===== src/rtl/ps2_key_rx.sv =====
// PS/2 keyboard receiver: synchronises and filters the device-driven lines, deframes
// 11-bit frames and folds E0/F0 prefixes into the toggle-style ps2_key event word.
module ps2_key_rx #(
    parameter int FILTER  = 8,
    parameter int TIMEOUT = 24000
) (
    input  logic        clk,
    input  logic        reset,
    input  logic        ps2_clk_in,
    input  logic        ps2_data_in,
    output logic [10:0] ps2_key,
    output logic        frame_err,
    output logic        busy
);

    localparam int FW = $clog2(FILTER + 1);
    localparam int TW = $clog2(TIMEOUT + 1);

    typedef enum logic [1:0] {IDLE, DATA, PARITY, STOP} state_t;

    logic [1:0]    r_clkSync;
    logic [1:0]    r_dataSync;
    logic [FW-1:0] r_filtCnt;
    logic          r_clkFilt;
    logic          r_fall;
    state_t        r_state;
    logic [7:0]    r_sr;
    logic [2:0]    r_bitCnt;
    logic          r_par;
    logic          r_ext;
    logic          r_rel;
    logic [TW-1:0] r_wdog;
    logic          w_data;
    logic          w_timeout;

    assign w_data    = r_dataSync[1];
    assign w_timeout = busy && (r_wdog == TW'(TIMEOUT));

    // Idle PS/2 lines float high, so the synchronisers come out of reset at 1.
    always_ff @(posedge clk or posedge reset) begin
        if (reset) begin
            r_clkSync  <= 2'b11;
            r_dataSync <= 2'b11;
        end else begin
            r_clkSync  <= {r_clkSync[0], ps2_clk_in};
            r_dataSync <= {r_dataSync[0], ps2_data_in};
        end
    end

    // The filtered clock only follows after FILTER consecutive disagreeing samples.
    always_ff @(posedge clk or posedge reset) begin
        if (reset) begin
            r_filtCnt <= '0;
            r_clkFilt <= 1'b1;
            r_fall    <= 1'b0;
        end else begin
            r_fall <= 1'b0;
            if (r_clkSync[1] == r_clkFilt) begin
                r_filtCnt <= '0;
            end else if (r_filtCnt == FW'(FILTER - 1)) begin
                r_filtCnt <= '0;
                r_clkFilt <= r_clkSync[1];
                r_fall    <= r_clkFilt;
            end else begin
                r_filtCnt <= r_filtCnt + 1'b1;
            end
        end
    end

    // Timeout outranks a coincident edge; error pulses are suppressed back-to-back.
    always_ff @(posedge clk or posedge reset) begin
        if (reset) begin
            r_state   <= IDLE;
            r_sr      <= '0;
            r_bitCnt  <= '0;
            r_par     <= 1'b0;
            r_ext     <= 1'b0;
            r_rel     <= 1'b0;
            r_wdog    <= '0;
            ps2_key   <= '0;
            frame_err <= 1'b0;
            busy      <= 1'b0;
        end else begin
            frame_err <= 1'b0;
            if (w_timeout) begin
                r_state   <= IDLE;
                busy      <= 1'b0;
                r_wdog    <= '0;
                r_ext     <= 1'b0;
                r_rel     <= 1'b0;
                frame_err <= !frame_err;
            end else begin
                if (busy)
                    r_wdog <= r_fall ? '0 : r_wdog + 1'b1;
                if (r_fall) begin
                    case (r_state)
                        IDLE: begin
                            if (!w_data) begin
                                r_state  <= DATA;
                                r_bitCnt <= '0;
                                busy     <= 1'b1;
                                r_wdog   <= '0;
                            end else begin
                                frame_err <= !frame_err;
                            end
                        end
                        DATA: begin
                            r_sr     <= {w_data, r_sr[7:1]};
                            r_bitCnt <= r_bitCnt + 1'b1;
                            if (r_bitCnt == 3'd7)
                                r_state <= PARITY;
                        end
                        PARITY: begin
                            r_par   <= w_data;
                            r_state <= STOP;
                        end
                        STOP: begin
                            r_state <= IDLE;
                            busy    <= 1'b0;
                            r_wdog  <= '0;
                            if (w_data && (^{r_sr, r_par})) begin
                                if (r_sr == 8'hE0) begin
                                    r_ext <= 1'b1;
                                end else if (r_sr == 8'hF0) begin
                                    r_rel <= 1'b1;
                                end else begin
                                    ps2_key <= {~ps2_key[10], ~r_rel, r_ext, r_sr};
                                    r_ext   <= 1'b0;
                                    r_rel   <= 1'b0;
                                end
                            end else begin
                                frame_err <= !frame_err;
                                r_ext     <= 1'b0;
                                r_rel     <= 1'b0;
                            end
                        end
                        default: r_state <= IDLE;
                    endcase
                end
            end
        end
    end

endmodule


===== config.mk =====
export PLATFORM = sky130hd
export DESIGN_NAME = ps2_key_rx
export DESIGN_NICKNAME = d
export VERILOG_FILES = /design/src/rtl/ps2_key_rx.sv
export SDC_FILE = /design/constraint.sdc
export NUM_CORES = 1
export LEC_CHECK = 0
export BUFFER_PORTS_ARGS = -buffer_cell sky130_fd_sc_hd__buf_2
export CELL_PAD_IN_SITES_DETAIL_PLACEMENT = 0
export CELL_PAD_IN_SITES_GLOBAL_PLACEMENT = 1
export CORE_MARGIN = 4
export CORE_UTILIZATION = 50
export CTS_BUF_LIST = sky130_fd_sc_hd__clkbuf_2
export DETAILED_ROUTE_END_ITERATION = 6
export PLACE_DENSITY = 0.91
export SYNTH_ARGS = -nofsm -noshare
export SYNTH_HDL_FRONTEND = slang
export SYNTH_SLANG_ARGS = --single-unit

===== constraint.sdc =====
create_clock -name clk -period 2.98 [get_ports clk]
set_input_delay 0.596 -clock clk [delete_from_list [all_inputs] [get_ports clk]]
set_output_delay 0.596 -clock clk [all_outputs]
set_load 0.05 [all_outputs]

==> flow_metrics.env <==
export IMPL_cts_tree="done"
export IMPL_antenna_left=0
export IMPL_worst_ep_required_time_ns=3.40
export IMPL_grt_total_usage=0.155
export IMPL_die_x_um=80.5
export IMPL_setup_ws_ns=0.730
export IMPL_r2r_end="ps2_key[8]$_DFFE_PP0P_"
export IMPL_synth_most_common_cell="dfrtp_1"
export IMPL_routed_via_count=1649
export IMPL_overflow=0
export IMPL_status="finished clean"
export IMPL_drt_pass1_iter_count=4
export IMPL_cp_num_buf_inv=0
export IMPL_synth_xor_area_share=0.0856
export IMPL_start_kind="flop"
export IMPL_fmax_mhz=444
export IMPL_cts_sinks=54
export IMPL_initial_core_util=0.515
export IMPL_cp_slowest_stage_delay_ns=0.50
export IMPL_synth_compound_area_frac=0.0533
export IMPL_ys_seq_area_frac=0.516
export IMPL_syn_num_nets=242
export IMPL_critPathKind="flop to flop"
export IMPL_grt_pass1_wl_um=7740
export IMPL_cp_arrival_ns=2.67
export IMPL_crit_path_max_fanout=11
export IMPL_vias_per_cell=5.17
export IMPL_synth_cells=229
export IMPL_cts_setup_buffers=0
export IMPL_post_place_cells=310
export IMPL_critical_path_top_delay_family="XOR/XNOR gates"
export IMPL_drtIter0Drc=95
export IMPL_pwr_share_clk=0.224
export IMPL_path_clk_slew_ns=0.31
export IMPL_whs_path_depth=1
export IMPL_reg2reg_depth=5
export IMPL_cp_slowest_cell="dfrtp_1"
export IMPL_whs_ns=0.197
export IMPL_drc=0
export IMPL_pre_cts_ws_ns=0.735
export IMPL_synth_top_family_by_area="simple AND/OR/NAND/NOR gates"
export IMPL_setup_viol=0
export IMPL_r2r_start="r_sr[2]$_DFFE_PP0P_"
export IMPL_reg2reg_slack_ns=0.73
export IMPL_dieArea_um2=6490
export IMPL_yosys_area_share_simple=0.162
export IMPL_fin_crit_ns=2.25
export IMPL_rsz0062_at_grt="no"
export IMPL_maxSlewViolCount=0
export IMPL_cts_htree_levels=2
export IMPL_yosysWarnings=0
export IMPL_grt_max_degree=21
export IMPL_worst_path_most_repeated_cell="xnor2_1"
export IMPL_core_um2=5110
export IMPL_p_sw_mw=0.460
export IMPL_post_layout_nonfiller_instances=319
export IMPL_antenna_found_initial=0
export IMPL_postSynthAreaPerCell_um2=11.5
export IMPL_gp_congestion=0.761
export IMPL_clock_skew_ns=0.0358
export IMPL_synth_area_top_cells="dfrtp_1 47%, xnor2_1 5.3%, dfstp_2 5.0%, mux2_2 4.7%, mux2_4 4.6%"
export IMPL_p_comb_frac=0.158
export IMPL_maxCapViolCount=0
export IMPL_synth_area_mux_share=0.104
export IMPL_synth_common_cells="49 x dfrtp_1, 27 x nor2_1, 16 x xnor2_1"
export IMPL_setup_tns_final_ns=0
export IMPL_p_sw_frac=0.321
export IMPL_synth_cell_types=44
export IMPL_die_y_um=80.5
export IMPL_worstPathCellList="xnor2_1 > xnor3_2 > xnor2_1 > and4_4 > mux2_2"
export IMPL_syn_area_um2=2630
export IMPL_async_flop_share=1.00
export IMPL_p_int_mw=0.973
export IMPL_hold_start="ps2_data_in"
export IMPL_portBuffers=16
export IMPL_hold_class="input port to flop"
export IMPL_vdd_drop_max_uv=365
export IMPL_synthToLayoutAreaGrowth_pct=7.18
export IMPL_power_density_nw_per_um2=508
export IMPL_power_leakage_nw=1.35
export IMPL_endpoint_kind="flop"
export IMPL_synth_fa_ha_area_frac=0.0428
export IMPL_final_hold_viol_count=0
export IMPL_ys_ff_latch=54
export IMPL_min_to="r_dataSync[0]$_DFF_PP1_"
export IMPL_finalCritPeriodShare=0.755
export IMPL_core_rowCount=26
export IMPL_nNetsFinal=261
export IMPL_p_seq_frac=0.618
export IMPL_netlist_area_leader_share=0.466
export IMPL_wl_um=4530
export IMPL_relSlewSlack=0.332
export IMPL_io_pins=17
export IMPL_drive_above_1_share=0.233
export IMPL_grt_pass1_vias=1661
export IMPL_synth_top_area_cell="dfrtp_1"
export IMPL_clock_tree_root_cell="clkbuf_2"
export IMPL_cts_buffers=5
export IMPL_routedWlPerCell_um=14.2
export IMPL_insertion_delay_ns=0.47
export IMPL_dp_hpwl_um=3300
export IMPL_tightestPinTransition_ns=1.00
export IMPL_n_antenna_cell=0
export IMPL_ys_flop_type="dfrtp_1"
export IMPL_synth_edff_count=0
export IMPL_ctsLongestPathBuffers=2
[kinds of logic after synthesis]
kind of cell               Yosys count
DFF                                 54
muxes                               22
xor gates and xnor gates            24
AOI/OAI and AO/OA                   23
adders and majority gates            9
buffers and inverters               18
and+or+nand+nor                     79
[metrics by stage]
stage | util | area [µm²] | total power, mW
floorplan | - | 2630 | 1.06
global placement | 0.540 | 2760 | 1.11
detailed placement | 0.540 | 2760 | 1.13
CTS | 0.550 | 2810 | 1.45
global route | 0.552 | 2820 | 1.52
finish | 0.552 | 2820 | 1.43
[power groups by stage]
| stage | Sequential (mW) | Clock, mW | Combinational, mW |
|---|---|---|---|
| after floorplan | 0.877 | 0 | 0.181 |
| after global placement | 0.892 | 0 | 0.213 |
| after detailed placement | 0.896 | 0 | 0.229 |
| after CTS | 0.884 | 0.336 | 0.230 |
| after global routing | 0.900 | 0.359 | 0.264 |
| final | 0.886 | 0.321 | 0.226 |
[cell type report]
cell class / instances / area (µm²)
clock buffer: 5 / 25.0
clock inverter: 3 / 26.3
fill: 456 / 2290
inverter: 11 / 41.3
multi-input combinational: 157 / 1180
sequential: 54 / 1360
tap: 70 / 87.6
timing repair buffer: 19 / 105
[placed cells by master (no fill, tap or decap), types with 2 or more instances in the layout]
cell type	count
a21oi_1	9
nand4b_1	2
nand4_1	5
mux2i_1	3
o21ai_0	5
xnor2_1	16
ha_1	9
dfrtp_1	49
xor2_1	7
buf_2	16
mux2_2	11
buf_4	2
nor3_1	7
and3_1	2
dfstp_2	5
inv_1	10
a31oi_1	3
mux2_4	8
inv_6	2
nor3b_1	3
nand3_1	9
nand2_1	10
nor2b_1	3
clkbuf_2	5
nor2_1	27
[sequential cells by signal (all words and copies together), names as in the netlist]
register and cells:
r_rel 1, r_wdog 15, ps2_key 11, r_par 1, r_filtCnt 4, r_bitCnt 3
r_sr 8, r_ext 1, r_state 2, r_clkSync 2, r_clkFilt 1, r_dataSync 2
busy 1, frame_err 1, r_fall 1
[worst max path at each step]
stage	from	to	slack (ns)	cells past startpoint
floorplan	busy$_DFFE_PP0P_	ps2_key[0]$_DFFE_PP0P_	0.86	7
global placement	r_sr[2]$_DFFE_PP0P_	ps2_key[8]$_DFFE_PP0P_	0.79	5
detailed placement	r_sr[2]$_DFFE_PP0P_	ps2_key[8]$_DFFE_PP0P_	0.74	5
CTS	r_sr[2]$_DFFE_PP0P_	ps2_key[8]$_DFFE_PP0P_	0.70	5
global route	r_wdog[2]$_DFF_PP0_	r_wdog[5]$_DFF_PP0_	0.54	5
finish	r_sr[2]$_DFFE_PP0P_	ps2_key[8]$_DFFE_PP0P_	0.73	5
[what timing repair did]
| action | 4_1_cts | 5_1_grt |
|---|---|---|
| hold buffers | 0 | 1 |
| endpoints found under the hold margin | 0 | 4 |
| gates resized for setup | 0 | 0 |
[layer usage]
layer	routed length, µm	global-route usage	vias to the layer above	share of wire
met1	2170	0.202	791	0.48
li1	-	-	831	-
met2	2170	0.252	23	0.48
met3	146	0.0348	4	0.032
met4	44	0.0541	0	0.0097
met5	0	0	-	0
No activity file was read; power rests on OpenSTA's default activity.
